## src/rtl/anim_rect_generator_if.sv

```systemverilog
`default_nettype none
// ============================================================================
// Module      : anim_rect_generator_if
// Description : Pixel/control/status bundle for the animated rectangle.
//               master = video/game side, slave = rectangle generator.
//               Ports (master view):
//                 x, y, enb           current pixel and draw enable
//                 frame_tick, move_en once-per-frame motion request
//                 load, load_x/y      run-time position load
//                 red/green/blue      registered pixel colour (returned)
//                 xpos, ypos          current position (returned)
//                 hit_x, hit_y        bounce pulses (returned)
// Revision    : 1.0 - initial release
// ============================================================================
interface anim_rect_generator_if;
    logic [10:0] x;
    logic [9:0]  y;
    logic        enb;
    logic        frame_tick;
    logic        move_en;
    logic        load;
    logic [10:0] load_x;
    logic [9:0]  load_y;
    logic [3:0]  red;
    logic [3:0]  green;
    logic [3:0]  blue;
    logic [10:0] xpos;
    logic [9:0]  ypos;
    logic        hit_x;
    logic        hit_y;

    modport master (
        output x, y, enb, frame_tick, move_en, load, load_x, load_y,
        input  red, green, blue, xpos, ypos, hit_x, hit_y
    );

    modport slave (
        input  x, y, enb, frame_tick, move_en, load, load_x, load_y,
        output red, green, blue, xpos, ypos, hit_x, hit_y
    );
endinterface
`default_nettype wire

```

## src/rtl/anim_rect_generator.sv

```systemverilog
`default_nettype none
// ============================================================================
// Module      : anim_rect_generator
// Description : Solid rectangle of fixed size/colour whose position lives in
//               registers. Position can be loaded, or advanced by STEP per
//               axis on each frame_tick (when move_en) with bounce off the
//               screen edges. Colour output is registered (1-cycle latency).
// Ports       : clk        pixel clock
//               reset      synchronous, active-high
//               bus        anim_rect_generator_if.slave (pixel in, colour,
//                          position and bounce pulses out)
// Options     : RECT_BORDER_EN - draw only a BORDER-thick outline instead of
//               a solid fill.
// Revision    : 1.0 - initial release
// ============================================================================
module anim_rect_generator #(
    parameter int         XPOS0  = 100,
    parameter int         YPOS0  = 100,
    parameter int         WIDTH  = 100,
    parameter int         HEIGHT = 100,
    parameter logic [3:0] RVAL   = 4'd0,
    parameter logic [3:0] GVAL   = 4'd0,
    parameter logic [3:0] BVAL   = 4'd0,
    parameter int         XMAX   = 640,
    parameter int         YMAX   = 480,
    parameter int         STEP   = 1,
    parameter int         BORDER = 2
) (
    input wire                    clk,
    input wire                    reset,
    anim_rect_generator_if.slave  bus
);

`ifdef RECT_BORDER_EN
    localparam bit c_border_en = 1'b1;
`else
    localparam bit c_border_en = 1'b0;
`endif

    // All position arithmetic is 12-bit so sums near 2047 never wrap.
    localparam logic [11:0] c_width      = 12'(WIDTH);
    localparam logic [11:0] c_height     = 12'(HEIGHT);
    localparam logic [11:0] c_step       = 12'(STEP);
    localparam logic [11:0] c_xmax       = 12'(XMAX);
    localparam logic [11:0] c_ymax       = 12'(YMAX);
    localparam logic [11:0] c_xstop      = 12'(XMAX - WIDTH);
    localparam logic [11:0] c_ystop      = 12'(YMAX - HEIGHT);
    localparam logic [11:0] c_border     = 12'(BORDER);
    localparam logic [11:0] c_w_inner    = 12'(WIDTH - BORDER);
    localparam logic [11:0] c_h_inner    = 12'(HEIGHT - BORDER);

    logic [10:0] xpos_q,  xpos_d;
    logic [9:0]  ypos_q,  ypos_d;
    logic        dx_q,    dx_d;
    logic        dy_q,    dy_d;
    logic        hit_x_q, hit_x_d;
    logic        hit_y_q, hit_y_d;
    logic [3:0]  red_q,   red_d;
    logic [3:0]  green_q, green_d;
    logic [3:0]  blue_q,  blue_d;

    logic [11:0] w_xpos_ext, w_ypos_ext, w_x_ext, w_y_ext;
    logic [11:0] w_x_move, w_y_move;
    logic        w_x_bounce, w_y_bounce;
    logic        w_in_x, w_in_y, w_ring, w_lit;

    assign w_xpos_ext = {1'b0, xpos_q};
    assign w_ypos_ext = {2'b00, ypos_q};
    assign w_x_ext    = {1'b0, bus.x};
    assign w_y_ext    = {2'b00, bus.y};

    // Candidate position for a motion tick; bounce clamps to the screen edge.
    always_comb begin
        w_x_move   = w_xpos_ext;
        w_x_bounce = 1'b0;
        if (dx_q) begin
            if (w_xpos_ext + c_width + c_step <= c_xmax) begin
                w_x_move = w_xpos_ext + c_step;
            end else begin
                w_x_move   = c_xstop;
                w_x_bounce = 1'b1;
            end
        end else begin
            if (w_xpos_ext >= c_step) begin
                w_x_move = w_xpos_ext - c_step;
            end else begin
                w_x_move   = 12'd0;
                w_x_bounce = 1'b1;
            end
        end
    end

    always_comb begin
        w_y_move   = w_ypos_ext;
        w_y_bounce = 1'b0;
        if (dy_q) begin
            if (w_ypos_ext + c_height + c_step <= c_ymax) begin
                w_y_move = w_ypos_ext + c_step;
            end else begin
                w_y_move   = c_ystop;
                w_y_bounce = 1'b1;
            end
        end else begin
            if (w_ypos_ext >= c_step) begin
                w_y_move = w_ypos_ext - c_step;
            end else begin
                w_y_move   = 12'd0;
                w_y_bounce = 1'b1;
            end
        end
    end

    // Pixel test against the position held before this edge; edges exclusive.
    assign w_in_x = (w_xpos_ext < w_x_ext) && (w_x_ext < w_xpos_ext + c_width);
    assign w_in_y = (w_ypos_ext < w_y_ext) && (w_y_ext < w_ypos_ext + c_height);
    assign w_ring = (w_x_ext <= w_xpos_ext + c_border) ||
                    (w_x_ext >= w_xpos_ext + c_w_inner) ||
                    (w_y_ext <= w_ypos_ext + c_border) ||
                    (w_y_ext >= w_ypos_ext + c_h_inner);
    assign w_lit  = bus.enb && w_in_x && w_in_y && (w_ring || !c_border_en);

    always_comb begin
        xpos_d  = xpos_q;
        ypos_d  = ypos_q;
        dx_d    = dx_q;
        dy_d    = dy_q;
        hit_x_d = 1'b0;
        hit_y_d = 1'b0;
        red_d   = w_lit ? RVAL : 4'd0;
        green_d = w_lit ? GVAL : 4'd0;
        blue_d  = w_lit ? BVAL : 4'd0;
        if (bus.load) begin
            // Load overrides any coincident tick and leaves direction alone.
            xpos_d = bus.load_x;
            ypos_d = bus.load_y;
        end else if (bus.frame_tick && bus.move_en) begin
            xpos_d  = w_x_move[10:0];
            ypos_d  = w_y_move[9:0];
            dx_d    = dx_q ^ w_x_bounce;
            dy_d    = dy_q ^ w_y_bounce;
            hit_x_d = w_x_bounce;
            hit_y_d = w_y_bounce;
        end
    end

    always_ff @(posedge clk) begin
        if (reset) begin
            xpos_q  <= 11'(XPOS0);
            ypos_q  <= 10'(YPOS0);
            dx_q    <= 1'b1;
            dy_q    <= 1'b1;
            hit_x_q <= 1'b0;
            hit_y_q <= 1'b0;
            red_q   <= 4'd0;
            green_q <= 4'd0;
            blue_q  <= 4'd0;
        end else begin
            xpos_q  <= xpos_d;
            ypos_q  <= ypos_d;
            dx_q    <= dx_d;
            dy_q    <= dy_d;
            hit_x_q <= hit_x_d;
            hit_y_q <= hit_y_d;
            red_q   <= red_d;
            green_q <= green_d;
            blue_q  <= blue_d;
        end
    end

    assign bus.red   = red_q;
    assign bus.green = green_q;
    assign bus.blue  = blue_q;
    assign bus.xpos  = xpos_q;
    assign bus.ypos  = ypos_q;
    assign bus.hit_x = hit_x_q;
    assign bus.hit_y = hit_y_q;

endmodule
`default_nettype wire

```

## src/flat_wrapper.sv

```systemverilog
// flat-port wrapper written by rule: the top's interface ports become plain ports
module anim_rect_generator_flat 
#(
    parameter int         XPOS0  = 100,
    parameter int         YPOS0  = 100,
    parameter int         WIDTH  = 100,
    parameter int         HEIGHT = 100,
    parameter logic [3:0] RVAL   = 4'd0,
    parameter logic [3:0] GVAL   = 4'd0,
    parameter logic [3:0] BVAL   = 4'd0,
    parameter int         XMAX   = 640,
    parameter int         YMAX   = 480,
    parameter int         STEP   = 1,
    parameter int         BORDER = 2
)
  (clk, reset, bus_x, bus_y, bus_enb, bus_frame_tick, bus_move_en, bus_load, bus_load_x, bus_load_y, bus_red, bus_green, bus_blue, bus_xpos, bus_ypos, bus_hit_x, bus_hit_y);
  anim_rect_generator_if bus_i ();
  input wire clk;
  input wire reset;
  input wire logic [$bits(bus_i.x)-1:0] bus_x;
  input wire logic [$bits(bus_i.y)-1:0] bus_y;
  input wire logic [$bits(bus_i.enb)-1:0] bus_enb;
  input wire logic [$bits(bus_i.frame_tick)-1:0] bus_frame_tick;
  input wire logic [$bits(bus_i.move_en)-1:0] bus_move_en;
  input wire logic [$bits(bus_i.load)-1:0] bus_load;
  input wire logic [$bits(bus_i.load_x)-1:0] bus_load_x;
  input wire logic [$bits(bus_i.load_y)-1:0] bus_load_y;
  output wire logic [$bits(bus_i.red)-1:0] bus_red;
  output wire logic [$bits(bus_i.green)-1:0] bus_green;
  output wire logic [$bits(bus_i.blue)-1:0] bus_blue;
  output wire logic [$bits(bus_i.xpos)-1:0] bus_xpos;
  output wire logic [$bits(bus_i.ypos)-1:0] bus_ypos;
  output wire logic [$bits(bus_i.hit_x)-1:0] bus_hit_x;
  output wire logic [$bits(bus_i.hit_y)-1:0] bus_hit_y;
  assign bus_i.x = bus_x;
  assign bus_i.y = bus_y;
  assign bus_i.enb = bus_enb;
  assign bus_i.frame_tick = bus_frame_tick;
  assign bus_i.move_en = bus_move_en;
  assign bus_i.load = bus_load;
  assign bus_i.load_x = bus_load_x;
  assign bus_i.load_y = bus_load_y;
  assign bus_red = bus_i.red;
  assign bus_green = bus_i.green;
  assign bus_blue = bus_i.blue;
  assign bus_xpos = bus_i.xpos;
  assign bus_ypos = bus_i.ypos;
  assign bus_hit_x = bus_i.hit_x;
  assign bus_hit_y = bus_i.hit_y;
  anim_rect_generator #(.XPOS0(XPOS0), .YPOS0(YPOS0), .WIDTH(WIDTH), .HEIGHT(HEIGHT), .RVAL(RVAL), .GVAL(GVAL), .BVAL(BVAL), .XMAX(XMAX), .YMAX(YMAX), .STEP(STEP), .BORDER(BORDER)) u_core (.clk(clk), .reset(reset), .bus(bus_i));
endmodule
```

## config.mk

```make
export PLATFORM = sky130hd
export DESIGN_NAME = anim_rect_generator_flat
export DESIGN_NICKNAME = d
export VERILOG_FILES = /design/src/rtl/anim_rect_generator_if.sv /design/src/rtl/anim_rect_generator.sv /design/src/flat_wrapper.sv
export SDC_FILE = /design/constraint.sdc
export NUM_CORES = 1
export LEC_CHECK = 0
export ABC_AREA = 1
export CORE_MARGIN = 2
export CORE_UTILIZATION = 52
export DETAILED_ROUTE_END_ITERATION = 10
export GPL_TIMING_DRIVEN = 0
export PLACE_DENSITY = 0.87
export SETUP_SLACK_MARGIN = 0.5
export SLEW_MARGIN = 20
export SYNTH_ARGS = -nofsm -noshare
export SYNTH_HDL_FRONTEND = slang
export SYNTH_SLANG_ARGS = --single-unit
```

## constraint.sdc

```tcl
create_clock -name clk -period 4.8 [get_ports clk]
set_input_delay 1.2 -clock clk [delete_from_list [all_inputs] [get_ports clk]]
set_output_delay 1.2 -clock clk [all_outputs]
set_load 0.02 [all_outputs]
```

==> flow_summary.toml, run 1 <==
[outcome]
status = "finished, final reports clean"

[yosys]
synth_seq_cells = 25
synth_cells = 453
synth.distinct_cells = 37
synth.avg_cell_area_um2 = 6.16
netlist_area_um2 = 2790
ys.flop_type = "dfxtp_1"
ys_seq_area_share_pct = 17.9
yosys_warnings = 0
synth_edf_count = 0
ys_async_sr_fraction_pct = 0

[critical_path]
critPathKind = "in -> reg"
end_kind = "flip-flop"
r2r_slack_ns = 2.23
crit_chain = "clkdlybuf4s50_1 -> nand2_1 -> inv_1 -> nor2_1 -> inv_1 -> clkbuf_1 -> o21ai_0 -> inv_1 -> nand2_1 -> a21oi_1"
worstPathMaxFanout = 10
path_buf_inv = 5
rr_worst_depth = 13
crit_required_ns = 4.94
crit_path_start = "bus_frame_tick"
arrival_ns = 3.06
timing.rr.start = "u_core.bus.ypos[3]"
slowest_stage = "nor2_1"
start_kind = "input pin"
r2r-end = "u_core.bus.ypos[5]"
worst_path_most_repeated_cell = "inv_1"
critical_path.top_delay_family = "buffers and inverters"
max_stage_delay_ns = 0.49

[pwr]
p_per_area_nw_per_um2 = 201
peakVddDrop_mv = 0.112
p_leak_nw = 1.60

[finish]
nFillCells = 503
multiInputGateArea_um2 = 1930
fin_area_um2 = 3430
fin_util_pct = 66.8
layout-drive-gt1-share_pct = 11.7
diodes = 0
syn_to_final_growth_pct = 23.1
ff_latch_area_um2 = 500
fin_nets = 573

[worst_hold_path]
hold_end = "u_core.bus.ypos[9]"
hold_class = "reg -> reg"
holdPathStages = 2
hp-start = "u_core.bus.ypos[9]"

[place]
dp_slack_ns = 1.60
place_congestion = 0.952
io_buffers = 47
hpwl_um = 6190
placed_area_um2 = 3390

[sta]
max_slew_margin_pct = 56.8
min_period_ns = 2.91
period_share_pct = 60.7
rsz0062_at_grt = "no"
hold_viol_final = 0
fmax_mhz = 343
setup_viol = 0
tightest_slew_ns = 0.646
setup_tns_ns = 0
fin_ws_ns = 1.89
whs_ns = 0.533
finClkSkew_ns = 0.00315
slew_violations = 0

[global_routing]
overflow = 0
antenna_found_initial = 0
grt_first_pass_wirelength_um = 13600
track_usage_pct = 27.4
grt_pass1_vias = 2943
grt_max_degree = 14

[die]
coreArea_um2 = 5140
start_util_pct = 54.3
die_h_um = 77.3
die_w_um = 77.3
die_area_um2 = 5970
rows = 26
io_pins = 83

[route]
num_vias = 3153
antenna_left = 0
drt_drc_violations_left = 0
vias_per_cell = 5.39
routed_wl_um = 7990
drt-wirelength-per-cell_um = 13.7
first_iter_violations = 254
first_pass_iters = 7

[clock_tree]
cts-resized-gates = 0
htree_levels = 1
cts.hold.buffers_added = 0
clk_pin_slew_ns = 0.09
clk_path_buf_depth = 2
root_buffer = "clkbuf_8"
worstSkewPairLatency_ns = 0.27
cts_sinks = 25
cts_buffers = 3
cts_tree = "built"
post_cts_buffers = 0

[flow_run]
drv_cap = 0
## cells in the mapped netlist (6+ instances only)
cell type / number / area (um^2)
dfxtp_1: 25 / 500
nand2_1: 106 / 398
buf_4: 12 / 90.1
nand2_2: 9 / 56.3
ha_1: 9 / 113
nor2_1: 28 / 105
nand4_1: 8 / 50.1
a21oi_1: 26 / 130
inv_1: 51 / 191
xor2_1: 20 / 175
o21ai_0: 39 / 195
clkbuf_1: 8 / 30.0
nor3_1: 12 / 60.1
nand3_1: 38 / 190
o211ai_1: 6 / 45.0
## routing by layer
layer  track usage [%]  wire (um)  vias up
met4              6.07        115        0
met2              52.3       4210      107
met3              2.12        389       14
met5                 0          0        -
met1              33.0       3270     1449
li1                  -          -     1583
## how the worst max path moves through the flow
stage	endpoint	slack, ns	cells past startpoint
floorplan	u_core.bus.xpos[3]	2.45	7
global placement	u_core.bus.xpos[6]	1.67	9
detailed placement	u_core.bus.xpos[6]	1.60	9
CTS	u_core.bus.xpos[6]	1.91	9
global route	u_core.bus.xpos[6]	1.73	9
finish	u_core.bus.ypos[8]	1.89	10
## registers in the layout, indices dropped and copies added, names as in the netlist
signal            flops
u_core.bus.hit_y      1
u_core.dy_q           1
u_core.bus.xpos      11
u_core.bus.hit_x      1
u_core.dx_q           1
u_core.bus.ypos      10
## metrics by stage
step / std cells / power (mW)
after floorplan: 464 / 0.464
after global placement: 581 / 0.556
after detailed placement: 581 / 0.560
after CTS: 585 / 0.689
after global routing: 585 / 0.739
final: 585 / 0.691
## layout by cell type (no fill, tap or decap), types with 3 or more instances in the layout
cell type	netlist	layout
clkbuf_8	0	3
nand3b_1	3	3
nor2_4	4	4
buf_4	12	12
nor2_1	28	28
nand3_2	3	3
buf_6	4	4
nor2_2	3	3
clkbuf_1	8	9
inv_2	5	5
nand2_2	9	9
nand2_1	106	106
nor3_1	12	12
a21oi_1	26	26
nand3_1	38	38
dfxtp_1	25	25
nand2_4	5	5
ha_1	9	9
conb_1	1	12
nand4_1	8	8
o21bai_1	3	3
xor2_1	20	20
o211ai_1	6	6
clkdlybuf4s50_1	0	47
xnor2_1	3	3
o21ai_1	4	4
inv_1	51	51
o21ai_0	39	39
buf_2	4	4
## area by class of cell
class	count	share of cell area [%]
repair buffers	47	13.7
inverters	57	6.30
multi-input cells	354	56.2
plain buffers	28	5.39
well taps	70	2.55
flip-flops and latches	25	14.6
clock buffers	4	1.31
## cells by family after synthesis
group	after synthesis	share of synthesized area, %
AOI/OAI and AO/OA	87	17.4
DFF	25	17.9
and+or+nand+nor	223	38.9
adders and majority gates	9	4.04
xor gates and xnor gates	23	7.22
other	1	0.134
buffers and inverters	85	14.4
## power by group
| part | total [mW] | internal [mW] | switching (mW) |
|---|---|---|---|
| registers | 0.250 | 0.223 | 0.0262 |
| logic | 0.312 | 0.127 | 0.186 |
| clock network | 0.130 | 0.0595 | 0.0702 |
## worst register-to-register path: cells and delay by family (launching register included)
family	cells	cell delay, ns
AOI/OAI and AO/OA	1	0.22
adders and majority gates	1	0.37
buffers and inverters	1	0.19
DFF	1	0.58
and+or+nand+nor	10	1.08
Note: power is estimated with default switching activity, not from simulation.
==> inputs of run 2 (changes only) <==
CORE_UTILIZATION = 44   (was 52)
PLACE_DENSITY = 0.78   (was 0.87)
clock period = 2.66 ns   (was 4.8 ns; I/O delays follow)
==> run 2 against run 1 <==
Sequential power rose by 80%. Clock skew barely moved. Setup slack got worse by 1.4 ns. Count of clock-buffer cells in the layout fell by 1. Critical path depth rose by 6.
==> flow_summary.toml, run 2 (synthesized netlist as in run 1, its figures left out) <==
[outcome]
status = "finished, final reports clean"

[place]
dp_slack_ns = -0.0353
io_buffers = 47
hpwl_um = 6190
place_congestion = 0.987

[clock_tree]
clk_pin_slew_ns = 0.10
htree_levels = 1
worstSkewPairLatency_ns = 0.28
cts_buffers = 3
cts_sinks = 25
root_buffer = "clkbuf_8"
cts_tree = "built"
clk_path_buf_depth = 2

[die]
die_w_um = 83.6
die_area_um2 = 6990
start_util_pct = 44.7
coreArea_um2 = 6240
die_h_um = 83.6
rows = 29
io_pins = 83

[worst_hold_path]
hold_class = "reg -> reg"

[route]
wl_met1_um = 3550
drt_drc_violations_left = 0
dr.max_layer_used = "met4"
drt-wirelength-per-cell_um = 13.8
first_pass_iters = 4
met2WireLength_um = 4250
antenna_left = 0
first_iter_violations = 170
routed_wl_um = 8360
vias_per_cell = 5.31
num_vias = 3215
wl_met3_um = 379

[global_routing]
overflow = 0
track_usage_pct = 22.9
antenna_found_initial = 0
grt_max_degree = 15
grt_pass1_vias = 3001
grt_first_pass_wirelength_um = 13500

[sta]
setup_viol = 0
min_period_ns = 2.13
tightest_slew_ns = 0.613
max_slew_margin_pct = 59.1
fin_ws_ns = 0.531
finClkSkew_ns = 0.00297
rsz0062_at_grt = "yes"
slew_violations = 0
fmax_mhz = 470
period_share_pct = 80.0
hold_viol_final = 0

[finish]
ff_latch_area_um2 = 513
multiInputGateArea_um2 = 2020
largest_reg_flops = 11
final_common_cell = "nand2_1"
syn_to_final_growth_pct = 31.9
diodes = 0
fin_util_pct = 59.0
fin_nets = 587
mostFrequentLayoutCells = "99 x nand2_1, 50 x inv_1, 46 x clkdlybuf4s50_1, 39 x o21ai_0, 35 x nand3_1"
nFillCells = 635
layout-drive-gt1-share_pct = 18.7

[critical_path]
end_kind = "flip-flop"
r2r_slack_ns = 0.53
start_kind = "flip-flop"
arrival_ns = 2.29
critPathKind = "reg -> reg"
worstPathMaxFanout = 5
crit_required_ns = 2.83

[pwr]
p_per_area_nw_per_um2 = 358
p_leak_nw = 1.70
peakVddDrop_mv = 0.205

[flow_run]
drv_cap = 0
run 2: through the flow:
step | area [um^2] | instances | total power [mW] | TNS [ns] | hold WS, ns
6_report | 3680 | 606 | 1.32 | 0 | 0.544
5_1_grt | 3680 | 606 | 1.41 | 0 | 0.594
4_1_cts | 3550 | 599 | 1.28 | 0 | 0.549
3_5_place_dp | 3400 | 588 | 1.02 | -0.131 | 0.538
3_3_place_gp | 3400 | 588 | 1.01 | -0.0117 | 0.528
2_1_floorplan | 2830 | 464 | 0.838 | 0 | 0.562
run 2: worst paths after layout:
path	start	end	cells past startpoint
worst max-delay path	u_core.bus.ypos[2]	u_core.dy_q	16
worst min-delay path	u_core.bus.ypos[9]	u_core.bus.ypos[9]	2
worst max register to register	u_core.bus.ypos[2]	u_core.dy_q	16
worst min register to register	u_core.bus.ypos[9]	u_core.bus.ypos[9]	2
run 2: routing by layer:
metal	vias to the layer above	global-route usage, %
li1	1607	-
met1	1484	27.0
met2	106	42.2
met3	18	2.77
met4	0	8.21
met5	-	0
run 2: final cells by class:
cell class / instances / share of cell area, %
repair buffers: 61 / 15.9
well taps: 77 / 2.62
clock buffers: 3 / 1.12
inverters: 57 / 6.15
clock inverters: 1 / 0.136
multi-input cells: 354 / 55.0
plain buffers: 28 / 5.13
flip-flops and latches: 25 / 13.9
run 2: power breakdown:
group          total, mW  switching (mW)  internal (mW)
Combinational      0.628           0.361          0.267
Sequential         0.450          0.0462          0.403
Clock              0.240           0.135          0.105
Total               1.32           0.542          0.776
run 2: repair_timing:
item                       CTS  global route
setup endpoints to repair   21            22
buffers inserted             7             7
hold buffers                 0             0
gates resized for setup     12            28
pin swaps                    4            18
run 2: worst max-delay path, stage by stage (launching register included):
cell	delay [ns]
dfxtp_2	0.33
buf_4	0.14
ha_4	0.17
nand2_4	0.10
nand2_4	0.09
nor2_4	0.12
nand3_1	0.08
nor2_2	0.15
buf_4	0.13
nand3_1	0.07
nand2_1	0.08
a21oi_2	0.06
nand2_2	0.12
buf_4	0.12
nand2_1	0.04
a21oi_1	0.12
o21ai_0	0.10
==> inputs of run 3 (changes only) <==
CORE_UTILIZATION = 48   (was 44)
PLACE_DENSITY = 0.81   (was 0.78)
clock period = 2 ns   (was 2.66 ns; I/O delays follow)
==> run 3 against run 2 <==
Global-route usage is 4.4 points higher. Non-clock buffer count is 21 higher. Final cell count is 2.6% higher. The run now ends with negative setup slack left. Setup slack worse by 0.72 ns. Critical path depth is 3 lower. Die area is 7.9% lower.
==> flow_summary.toml, run 3 (synthesized netlist as in run 1, its figures left out) <==
[outcome]
status = "finished, violations left"
violations = "negative setup slack"

[route]
first_pass_iters = 5
vias_per_cell = 5.50
antenna_left = 0
routed_wl_um = 9690
first_iter_violations = 205
drt-wirelength-per-cell_um = 15.6
num_vias = 3418
drt_drc_violations_left = 0

[finish]
multiInputGateArea_um2 = 2310
mostFrequentLayoutCells = "89 x nand2_1, 43 x inv_1, 38 x buf_4, 29 x o21ai_0, 25 x nand3_1"
diodes = 0
layout-drive-gt1-share_pct = 37.1
fin_nets = 608
final_common_cell = "nand2_1"
ff_latch_area_um2 = 553
largest_reg_flops = 11
syn_to_final_growth_pct = 51.6
fin_area_um2 = 4230
nFillCells = 428

[global_routing]
grt_first_pass_wirelength_um = 14100
grt_pass1_vias = 3111
grt_max_degree = 14
overflow = 0
antenna_found_initial = 0
track_usage_pct = 27.3

[sta]
fin_ws_ns = -0.185
rsz0062_at_grt = "yes"
slew_violations = 0
max_slew_margin_pct = 60.5
min_period_ns = 2.18
fmax_mhz = 458
setup_tns_ns = -1.34
whs_ns = 0.521
setup_viol = 12
hold_viol_final = 0
period_share_pct = 109
finClkSkew_ns = 0.00618
tightest_slew_ns = 0.592

[clock_tree]
cts_tree = "built"
htree_levels = 1
root_buffer = "clkbuf_8"
cts_buffers = 3
cts_sinks = 25
clk_pin_slew_ns = 0.10
worstSkewPairLatency_ns = 0.28
cts.hold.buffers_added = 0
clk_path_buf_depth = 2

[place]
placed_area_um2 = 3500
io_buffers = 47
place_congestion = 0.964
hpwl_um = 6470

[critical_path]
crit_path_start = "u_core.bus.ypos[3]"
crit_cells = 13
crit_required_ns = 2.17
endpoint = "u_core.bus.ypos[2]"
worstPathMaxFanout = 7
r2r_slack_ns = -0.18
arrival_ns = 2.36
rr_worst_depth = 13
path_buf_inv = 1
timing.rr.start = "u_core.bus.ypos[3]"
crit_chain = "clkinvlp_4 -> ha_4 -> nand4_4 -> nor2_4 -> nand3_4 -> nor2_2 -> nand2_1 -> a21oi_2 -> nand2_2 -> nand2_4 -> nand2_4 -> o21bai_4 -> nand2_1"
slowest_stage = "dfxtp_4"
critPathKind = "reg -> reg"
end_kind = "flip-flop"
max_stage_delay_ns = 0.41
r2r-end = "u_core.bus.ypos[2]"
start_kind = "flip-flop"
critical_path.top_delay_family = "simple AND/OR/NAND/NOR gates"

[pwr]
p_clk_share_pct = 16.9
intPower_mw = 1.09
p_sw_share_pct = 42.6
p_per_area_nw_per_um2 = 450
peakVddDrop_mv = 0.337
comb_power_share_pct = 51.1
pwr-share-seq_pct = 32.1
total_power_mw = 1.90
p_sw_uw = 812
p_leak_nw = 1.88

[die]
die_area_um2 = 6440
rows = 27
die_w_um = 80.2
coreArea_um2 = 5570
start_util_pct = 50.1
die_h_um = 80.2
io_pins = 83

[flow_run]
drv_cap = 0

[worst_hold_path]
hold_class = "reg -> reg"
[run 3: cell types whose count changed in the layout (fill, tap and decap cells not counted), moves of 8 or more]
| cell | before | now |
|---|---|---|
| nand3_1 | 35 | 25 |
| dfxtp_4 | 3 | 12 |
| o21ai_0 | 39 | 29 |
| clkdlybuf4s50_1 | 46 | 24 |
| dfxtp_1 | 21 | 7 |
| clkdlybuf4s15_2 | 0 | 10 |
| nor2_1 | 27 | 19 |
| buf_4 | 24 | 38 |
| nand2_1 | 99 | 89 |
[run 3: final cells by class]
cell class              instances  share of cell area (%)
plain buffers                  28                    5.12
inverters                      57                    5.80
multi-input cells             354                    54.6
clock buffers                   4                    1.07
repair buffers                 82                    18.3
well taps                      72                    2.13
flip-flops and latches         25                    13.1
[run 3: worst min-delay path by stage]
| stage | from | end | slack, ns | depth (start not counted) |
|---|---|---|---|---|
| floorplan | u_core.bus.xpos[6] | u_core.bus.xpos[6] | 0.54 | 2 |
| global placement | u_core.bus.xpos[5] | u_core.bus.xpos[5] | 0.51 | 2 |
| detailed placement | u_core.bus.xpos[1] | u_core.bus.xpos[1] | 0.51 | 2 |
| CTS | u_core.bus.ypos[9] | u_core.bus.ypos[9] | 0.52 | 2 |
| global route | u_core.bus.ypos[9] | u_core.bus.ypos[9] | 0.54 | 2 |
| finish | u_core.bus.ypos[9] | u_core.bus.ypos[9] | 0.52 | 2 |
[run 3: what timing repair did]
action / CTS / global route
cloned: 0 / 0
resized for setup: 99 / 75
pin swaps: 23 / 33
setup buffers: 22 / 13
endpoints found under the setup margin: 48 / 37
[run 3: layer usage]
layer / track usage [%] / wire length [um] / vias up
li1: - / - / 1659
met1: 31.8 / 3830 / 1583
met2: 52.5 / 5050 / 145
met3: 1.80 / 596 / 31
met4: 8.47 / 210 / 0
met5: 0 / 0 / -
[run 3: worst reg2reg max path: stages (launching register included)]
cell and delay, ns:
dfxtp_4 0.41, clkinvlp_4 0.13, ha_4 0.30, nand4_4 0.10, nor2_4 0.18, nand3_4 0.10
nor2_2 0.09, nand2_1 0.07, a21oi_2 0.22, nand2_2 0.11, nand2_4 0.14, nand2_4 0.08
o21bai_4 0.11, nand2_1 0.07
[run 3: stage by stage]
stage / instances / setup WS (ns) / utilization (%)
after floorplan: 464 / 0.0949 / -
after global placement: 583 / -0.181 / 62.9
after detailed placement: 583 / -0.203 / 62.9
after CTS: 609 / -0.0868 / 69.7
after global routing: 622 / -0.262 / 75.9
final: 622 / -0.185 / 75.9
[run 3: power groups by stage]
stage	logic, mW	registers, mW	clock network (mW)
2_1_floorplan	0.500	0.646	0
3_3_place_gp	0.761	0.614	0
3_5_place_dp	0.768	0.615	0
4_1_cts	0.850	0.606	0.319
5_1_grt	1.04	0.617	0.343
6_report	0.972	0.611	0.321
